### src/rtl/ntt_defines_pkg.sv
`default_nettype none
// ============================================================================
// Module      : ntt_defines_pkg
// Description : Shared types and constants for the masked NTT datapath.
//               masked_coeff_t holds one coefficient as two Boolean shares,
//               index [0] = share0 and index [1] = share1.
// Revision    : 1.0 - initial release
// ============================================================================
package ntt_defines_pkg;

  localparam int MASKED_COEFF_WIDTH  = 23;
  localparam int MASKED_ADDER_LAT    = 27;
  localparam int MASKED_OUTBUF_DEPTH = 4;

  typedef logic [1:0][MASKED_COEFF_WIDTH-1:0] masked_coeff_t;

  // Width of a counter that must hold every value from 0 to depth inclusive.
  function automatic int masked_cnt_width(input int depth);
    return $clog2(depth + 1);
  endfunction

endpackage
`default_nettype wire

### src/rtl/ntt_masked_outbuf_fifo.sv
`default_nettype none
// ============================================================================
// Module      : ntt_masked_outbuf_fifo
// Description : Small FIFO holding Boolean-masked result share pairs.
//               Shares are stored and presented side by side and are never
//               combined with each other. zeroize wipes storage, pointers
//               and count synchronously.
// Ports       : clk, rst_n (async, active-low), zeroize
//               push / push_data  - write one share pair at the tail
//               pop               - consume the head (ignored when empty)
//               count             - number of occupied entries
//               head              - head share pair, zero when empty
// Revision    : 1.0 - initial release
// ============================================================================
module ntt_masked_outbuf_fifo
  import ntt_defines_pkg::*;
#(
  parameter int WIDTH = MASKED_COEFF_WIDTH,
  parameter int DEPTH = MASKED_OUTBUF_DEPTH,
  parameter int CNT_W = masked_cnt_width(DEPTH)
) (
  input  logic                  clk,
  input  logic                  rst_n,
  input  logic                  zeroize,
  input  logic                  push,
  input  logic [1:0][WIDTH-1:0] push_data,
  input  logic                  pop,
  output logic [CNT_W-1:0]      count,
  output logic [1:0][WIDTH-1:0] head
);

  localparam int                 c_ptr_w    = (DEPTH > 1) ? $clog2(DEPTH) : 1;
  localparam logic [c_ptr_w-1:0] c_ptr_last = c_ptr_w'(DEPTH - 1);
  localparam logic [c_ptr_w-1:0] c_ptr_one  = c_ptr_w'(1);
  localparam logic [CNT_W-1:0]   c_cnt_one  = CNT_W'(1);
  localparam logic [CNT_W-1:0]   c_full     = CNT_W'(DEPTH);

  logic [1:0][WIDTH-1:0] r_mem [DEPTH];
  logic [c_ptr_w-1:0]    r_wr_ptr;
  logic [c_ptr_w-1:0]    r_rd_ptr;
  logic [CNT_W-1:0]      r_count;
  logic                  w_pop;

  function automatic logic [c_ptr_w-1:0] f_ptr_next(input logic [c_ptr_w-1:0] ptr);
    return (ptr == c_ptr_last) ? '0 : ptr + c_ptr_one;
  endfunction

  assign w_pop = pop & (r_count != '0);

  always_ff @(posedge clk or negedge rst_n) begin
    if (!rst_n) begin
      for (int i = 0; i < DEPTH; i++) r_mem[i] <= '0;
      r_wr_ptr <= '0;
      r_rd_ptr <= '0;
      r_count  <= '0;
    end else if (zeroize) begin
      for (int i = 0; i < DEPTH; i++) r_mem[i] <= '0;
      r_wr_ptr <= '0;
      r_rd_ptr <= '0;
      r_count  <= '0;
    end else begin
      if (push) begin
        r_mem[r_wr_ptr] <= push_data;
        r_wr_ptr        <= f_ptr_next(r_wr_ptr);
      end
      if (w_pop) begin
        r_rd_ptr <= f_ptr_next(r_rd_ptr);
      end
      case ({push, w_pop})
        2'b10:   r_count <= r_count + c_cnt_one;
        2'b01:   r_count <= r_count - c_cnt_one;
        default: r_count <= r_count;
      endcase
    end
  end

  // Gating the head keeps stale share pairs off the output once popped.
  assign head  = (r_count != '0) ? r_mem[r_rd_ptr] : '0;
  assign count = r_count;

  // Upstream credits must make an unmatched push into a full FIFO impossible.
  a_no_overflow : assert property (@(posedge clk) disable iff (!rst_n)
    !(push && !w_pop && (r_count == c_full)));

endmodule
`default_nettype wire

### src/rtl/ntt_masked_adder_out_buffer.sv
`default_nettype none
// ============================================================================
// Module      : ntt_masked_adder_out_buffer
// Description : Credit-controlled issue and output buffer for the fixed-
//               latency masked special adder. Operands are admitted only
//               when in-flight plus buffered tokens leave room in the FIFO,
//               a LAT-deep valid pipe marks when results emerge, and the
//               share pairs are captured and offered with ready/valid.
// Ports       : clk, rst_n (async, active-low), zeroize (sync wipe)
//               in_valid_i / in_ready_o   - operand issue handshake
//               adder_res_i               - adder result share pair
//               out_valid_o / out_ready_i - result handshake
//               out_masked_o              - head share pair
//               rnd_refresh_i             - re-mask randomness (macro only)
//               busy_o                    - tokens in flight or buffered
// Options     : NTT_MASKED_OUTBUF_REFRESH_EN - when defined, both shares are
//               XORed with rnd_refresh_i on capture (unmasked value kept).
// Revision    : 1.0 - initial release
// ============================================================================
module ntt_masked_adder_out_buffer
  import ntt_defines_pkg::*;
#(
  parameter int WIDTH = MASKED_COEFF_WIDTH,
  parameter int LAT   = MASKED_ADDER_LAT,
  parameter int DEPTH = MASKED_OUTBUF_DEPTH
) (
  input  logic                  clk,
  input  logic                  rst_n,
  input  logic                  zeroize,
  input  logic                  in_valid_i,
  output logic                  in_ready_o,
  input  logic [1:0][WIDTH-1:0] adder_res_i,
  output logic                  out_valid_o,
  input  logic                  out_ready_i,
  output logic [1:0][WIDTH-1:0] out_masked_o,
`ifdef NTT_MASKED_OUTBUF_REFRESH_EN
  input  logic [WIDTH-1:0]      rnd_refresh_i,
`endif
  output logic                  busy_o
);

  localparam int                 c_cnt_w   = masked_cnt_width(DEPTH);
  localparam logic [c_cnt_w-1:0] c_cnt_one = c_cnt_w'(1);
  localparam logic [c_cnt_w:0]   c_credits = (c_cnt_w + 1)'(DEPTH);

  logic [LAT-1:0]        r_vpipe;
  logic [c_cnt_w-1:0]    r_inflight;
  logic [c_cnt_w-1:0]    w_fifo_cnt;
  logic [c_cnt_w:0]      w_credits_used;
  logic                  w_acc;
  logic                  w_emerge;
  logic                  w_push;
  logic                  w_pop;
  logic [1:0][WIDTH-1:0] w_push_data;

  // Credits come from registered counts only, so a pop frees its slot one
  // cycle later and never creates a combinational path to in_ready_o.
  assign w_credits_used = {1'b0, r_inflight} + {1'b0, w_fifo_cnt};
  assign in_ready_o     = !zeroize && (w_credits_used < c_credits);
  assign w_acc          = in_valid_i & in_ready_o;
  assign w_emerge       = r_vpipe[LAT-1];
  assign w_push         = w_emerge & ~zeroize;
  assign w_pop          = out_valid_o & out_ready_i;

  generate
    if (LAT > 1) begin : g_vpipe_multi
      always_ff @(posedge clk or negedge rst_n) begin
        if (!rst_n)       r_vpipe <= '0;
        else if (zeroize) r_vpipe <= '0;
        else              r_vpipe <= {r_vpipe[LAT-2:0], w_acc};
      end
    end else begin : g_vpipe_single
      always_ff @(posedge clk or negedge rst_n) begin
        if (!rst_n)       r_vpipe <= '0;
        else if (zeroize) r_vpipe <= '0;
        else              r_vpipe <= w_acc;
      end
    end
  endgenerate

  always_ff @(posedge clk or negedge rst_n) begin
    if (!rst_n) begin
      r_inflight <= '0;
    end else if (zeroize) begin
      r_inflight <= '0;
    end else begin
      case ({w_acc, w_emerge})
        2'b10:   r_inflight <= r_inflight + c_cnt_one;
        2'b01:   r_inflight <= r_inflight - c_cnt_one;
        default: r_inflight <= r_inflight;
      endcase
    end
  end

`ifdef NTT_MASKED_OUTBUF_REFRESH_EN
  // Same mask on both shares: each share is re-randomised while the
  // unmasked value share0^share1 is unchanged.
  assign w_push_data[0] = adder_res_i[0] ^ rnd_refresh_i;
  assign w_push_data[1] = adder_res_i[1] ^ rnd_refresh_i;
`else
  assign w_push_data = adder_res_i;
`endif

  ntt_masked_outbuf_fifo #(
    .WIDTH (WIDTH),
    .DEPTH (DEPTH),
    .CNT_W (c_cnt_w)
  ) u_fifo (
    .clk       (clk),
    .rst_n     (rst_n),
    .zeroize   (zeroize),
    .push      (w_push),
    .push_data (w_push_data),
    .pop       (w_pop),
    .count     (w_fifo_cnt),
    .head      (out_masked_o)
  );

  assign out_valid_o = (w_fifo_cnt != '0);
  assign busy_o      = ((r_inflight | w_fifo_cnt) != '0);

endmodule
`default_nettype wire
### config.mk
export PLATFORM = sky130hd
export DESIGN_NAME = ntt_masked_adder_out_buffer
export DESIGN_NICKNAME = d
export VERILOG_FILES = /design/src/rtl/ntt_defines_pkg.sv /design/src/rtl/ntt_masked_outbuf_fifo.sv /design/src/rtl/ntt_masked_adder_out_buffer.sv
export SDC_FILE = /design/constraint.sdc
export NUM_CORES = 1
export LEC_CHECK = 0
export CAP_MARGIN = 20
export CORE_MARGIN = 1
export CORE_UTILIZATION = 40
export CTS_BUF_LIST = sky130_fd_sc_hd__clkbuf_4
export CTS_CLUSTER_DIAMETER = 200
export DETAILED_ROUTE_END_ITERATION = 6
export SYNTH_ARGS = -nofsm -noshare
export SYNTH_HDL_FRONTEND = slang
export SYNTH_HIERARCHICAL = 1
export SYNTH_SLANG_ARGS = --single-unit
### constraint.sdc
create_clock -name clk -period 2.3 [get_ports clk]
set_input_delay 0.46 -clock clk [delete_from_list [all_inputs] [get_ports clk]]
set_output_delay 0.46 -clock clk [all_outputs]
set_load 0.01 [all_outputs]
-- Word level (Yosys, flattened, before mapping)
Index checks and enable logic that the tools add are counted.
Widths: inputs -> output; s select.
- bitwise logic cells: 8
- $add $sub $neg: 7
- eq/ne operators: 6
- magnitude comparators: 4
- mux-type cells: 20
- reduce and logical (&&, ||, !) cells: 9
- operators by type and width (kind ; number):
    $mux 184 ; 2
    $bwmux 184 ; 1
    $mux 46 ; 4
    $bmux 46 s2 ; 1
    $demux 46 s2 ; 1
    $mux 27 ; 1
    $mux 2 ; 6
    $pmux 3 s2 ; 2
    $reduce_bool 3->1 ; 4
    $eq 2x2->1 const B ; 4
    $add 3x1->3 const B ; 2
    $ge 3x3->1 const B ; 2
    $mux 3 ; 2
    $not 2->3 ; 2
    $sub 3x1->3 const B ; 2
    $add 2x1->2 const B ; 2
    $add 3x3->4 ; 1
    $and 1x1->1 ; 4
    $eq 2x1->1 const B ; 2
    $lt 4x3->1 const B ; 1
    $reduce_bool 2->1 ; 2
    $lt 3x1->1 const B ; 1
    $or 3x3->3 ; 1
    $logic_and 1x1->1 ; 2
    other kinds (2) ; 2
- logic and storage cells: 67
- input port bits: 51
- output and inout bits: 49
- bits in registers: 221

-- Longest topological paths before layout
- word-level depth: 8
- depth in mapped cells: 8
- gate-level depth less buffers: 8

-- Modules after synthesis
Netlist, hierarchy kept.
- modules (own cells, without submodules) (module ; seq. area each (um^2) ; times used ; area an instance (um^2) ; cells an instance):
    ntt_masked_outbuf_fifo ; 4779.6 ; 1 ; 9008.6 ; 948
    ntt_masked_adder_out_buffer ; 750.7 ; 1 ; 1218.7 ; 93

-- Least setup slack after synthesis
No wires, ideal clock.
- path kind: register to register
- start: reg u_fifo.r_count[0], in the netlist u_fifo/count[0]
- end: reg u_fifo.r_count[2], in the netlist u_fifo/count[2]
- library setup time: 0.088 ns
- path buffers: 0
- arrival time: 2.159 ns
- stages on the path, launching flop included: 9
- path slack: 0.053 ns
- required time: 2.212 ns
- path through: dfrtp_1 or3_1 and2_1 o31ai_4 nor2_1 fa_1 and3_2 o21ai_0 nor3b_1
- longest elaborated chain between the ends: 6
- elaborated cells on any way between the ends: 10
- those cells by class: add/sub (2); eq/ne (2); mux (2); bitwise (2); reduce/logical (2)
- ends and longest elaborated chain (what ; RTL line ; RTL):
    from (decl) ; ntt_masked_outbuf_fifo.sv:41 ; logic [CNT_W-1:0] r_count;
    from (signal assigned) ; ntt_masked_outbuf_fifo.sv:70 ; 2'b10: r_count <= r_count + c_cnt_one;
    from (signal assigned) ; ntt_masked_outbuf_fifo.sv:71 ; 2'b01: r_count <= r_count - c_cnt_one;
    from (signal assigned) ; ntt_masked_outbuf_fifo.sv:72 ; default: r_count <= r_count;
    $reduce_bool 3->1 (*) ; ntt_masked_adder_out_buffer.sv:119 ; assign out_valid_o = (w_fifo_cnt != '0);
    named net out_valid_o ; ntt_masked_adder_out_buffer.sv:33 ; output logic out_valid_o,
    $and 1x1->1 (*) ; ntt_masked_adder_out_buffer.sv:63 ; assign w_pop = out_valid_o & out_ready_i;
    named net w_pop ; ntt_masked_adder_out_buffer.sv:53 ; logic w_pop;
    $and 1x1->1 (*) ; ntt_masked_outbuf_fifo.sv:48 ; assign w_pop = pop & (r_count != '0);
    $eq 2x1->1 / $eq 2x2->1 (equally long branches) ; ntt_masked_outbuf_fifo.sv:69 ; case ({push, w_pop})
    $pmux 3 s2 ; ntt_masked_outbuf_fifo.sv:69 ;
    $mux 3 ; ntt_masked_outbuf_fifo.sv:56 ; end else if (zeroize) begin
The timed path passes the listed nets; every way through them passes the cells marked *.
A chain may end at the register's enable or synchronous reset.

==> qor.yml <==
cts_made_buffers: 57
hp-class: "input port to asynchronous set/reset pin"
placed_cells: 1433
drv_slew: 0
synth_ff_type: "dfrtp_1"
yosys-top-cells-area: "dfrtp_1, nand2_1, mux4_2"
htreeDepth: 2
post-route-period-util_pct: 116
antenna_found_initial: 2
power_density_nw_per_um2: 571
post-dp-hpwl_microns: 15400
placed_cell_area_sq_um: 11900
fin_nets: 1250
die-area_sq_um: 26200
final_cell_mix: "nand2_1, dfrtp_1, a21oi_1"
p_sw_mw: 1.81
ys_seq_area_share_pct: 54.1
ir_worst_vdd_mv: 0.290
gr-total-overflow: 0
yosys_warnings: 6
yosys.area_share.simple_pct: 20.1
drtIter0Drc: 670
synth_cells: 1041
initial_core_util_pct: 40.7
synthAdderAreaFrac_pct: 1.49
cp-end-kind: "primary output"
core_sq_um: 25100
synth_edf_count: 0
die-width_microns: 162
pre_cts_slack_ns: -0.0341
setup_slack_ns: -0.378
via_per_inst: 5.21
synth_xor_area_share_pct: 0.355
stdcell_area_sq_um: 13200
leakage_nw: 5.36
yosys.area.top_type: "dfrtp_1"
regToRegSetupSlack_ns: 0.05
ys_ff_latch: 221
synth.avg_cell_area_sq_um: 9.82
ant_nets: 0
drt-total-wl_microns: 27400
synth_mux_area_share_pct: 10.8
violations: "setup timing"
globalRouteTotalUtil_pct: 21.5
period_minus_slack_ns: 2.68
synth_top_family_by_area: "simple AND/OR/NAND/NOR gates"
clk-insertion-delay-late_ns: 0.68
async_flop_share_pct: 100
max_cap_viol_count: 0
drive_gt1_share_pct: 25.5
final_util_pct: 52.5
grt_pass1_wl_microns: 44100
clkSlewWorstSetupHoldPaths_ns: 0.08
netlist_area_sq_um: 10200
cts_root_buf: "clkbuf_4"
switching_share_pct: 24.0
hold_viol_final: 0
synth.distinct_cells: 36
grt_pass1_vias: 8067
worst_pin_slew_ns: 1.02
critical_path_class: "flip-flop to primary output"
clkPwrFrac_pct: 43.9
p_int_mw: 5.71
rows: 58
tns_ns: -15.19
drc: 0
timing.rr.start: "u_fifo/count[0]"
synth_top_area_share_pct: 54.1
wl_per_cell_microns: 17.6
status: "complete, but fails checks"
combPwrFrac_pct: 4.3
port-buffer-count: 99
start_kind: "flip-flop"
cp_max_fo: 8
relSlewSlack_pct: 31.7
fp.dieH_microns: 162
critPathRequiredTime_ns: 1.84
seq_power_share_pct: 51.8
r2r-end: "u_fifo/count[2]"
syn_nets: 1103
cts_tree: "done"
r2r_cells: 9
cp_data_arrival_time_ns: 2.22
final_common_cell: "nand2_1"
io-pin-count: 100
grt_max_degree: 223
cts_sinks: 221
via_count: 8125
firstDrtPassIters: 5
area_growth_pct: 28.8
power_mw: 7.52
gp_congestion: 0.734
max_freq_mhz: 373
rsz0062_at_grt: "yes"
holdWs_ns: 0.227
finalSetupViolCount: 47
cts_buffer_depth: 3
fillCellCount: 2321
skew_ns: 0.0357
synth-compound-area-share_pct: 9.68
fin_cells: 1560
-- state kept, by name, indices dropped and copies added (netlist names) --
register	cells
r_vpipe	27
u_fifo/r_rd_ptr	2
u_fifo/r_wr_ptr	2
u_fifo/count	3
r_inflight	3
u_fifo/r_mem	184
-- metal layers --
metal	vias to the layer above	wire, microns	track usage, %
li1	3779	-	-
met1	4025	12000	30.7
met2	275	13000	33.2
met3	44	1830	3.96
met4	2	515	6.82
met5	-	12	0
-- Yosys cell counts (2+ instances only) --
| library cell | count |
|---|---|
| fa_1 | 2 |
| clkbuf_1 | 47 |
| mux4_2 | 46 |
| buf_1 | 10 |
| dfrtp_1 | 221 |
| mux2i_1 | 5 |
| ha_1 | 9 |
| a21oi_1 | 186 |
| buf_2 | 15 |
| nor3_1 | 6 |
| nand3_1 | 2 |
| nor2b_1 | 72 |
| nand2_1 | 375 |
| inv_1 | 10 |
| nor2_1 | 8 |
| buf_6 | 2 |
| and2_1 | 6 |
-- kinds of logic after synthesis --
family	Yosys count
compound gates	192
xor+xnor	2
fa+ha+maj	11
buf+inv	85
flops	221
mux	52
simple gates	478
-- final cells by class --
cell class	count	area, sq um	area share [%]
clock inverter	13	48.8	0.371
inverter	10	40.0	0.304
antenna	1	2.50	0.0190
tap	330	413	3.14
timing repair buffer	163	1800	13.6
sequential	221	5540	42.1
multi-input combinational	735	4680	35.5
clock buffer	87	653	4.96
-- worst max path at each step --
| stage | start | slack, ns | endpoint |
|---|---|---|---|
| after floorplan | u_fifo/count[0] | 0.05 | u_fifo/count[2] |
| after global placement | u_fifo/r_rd_ptr[0] | -0.006 | out_masked_o[45] |
| after detailed placement | u_fifo/r_rd_ptr[0] | -0.03 | out_masked_o[45] |
| after CTS | u_fifo/r_rd_ptr[0] | -0.50 | out_masked_o[35] |
| after global routing | u_fifo/r_rd_ptr[0] | -0.46 | out_masked_o[27] |
| final | u_fifo/r_rd_ptr[0] | -0.38 | out_masked_o[21] |
-- power by group through the flow --
stage	Clock [mW]	Sequential, mW	Combinational, mW
after floorplan	0	3.97	0.0768
after global placement	0	3.97	0.328
after detailed placement	0	3.97	0.327
after CTS	3.39	3.89	0.328
after global routing	3.62	3.89	0.362
final	3.30	3.90	0.326
-- worst max-delay path, stage by stage (launching register included) --
cell and delay (ns):
dfrtp_4 0.51, buf_12 0.16, buf_16 0.15, mux4_2 0.45
nor2b_1 0.14, buf_2 0.13
-- what timing repair did --
action / CTS / global route
gates cloned: 3 / 0
setup buffers: 17 / 13
pin swaps: 3 / 8
gates resized for setup: 261 / 63
hold buffers: 1 / 0
endpoints found under the setup margin: 50 / 50
hold endpoints to repair: 114 / 0
(Power assumes the default switching activity.)
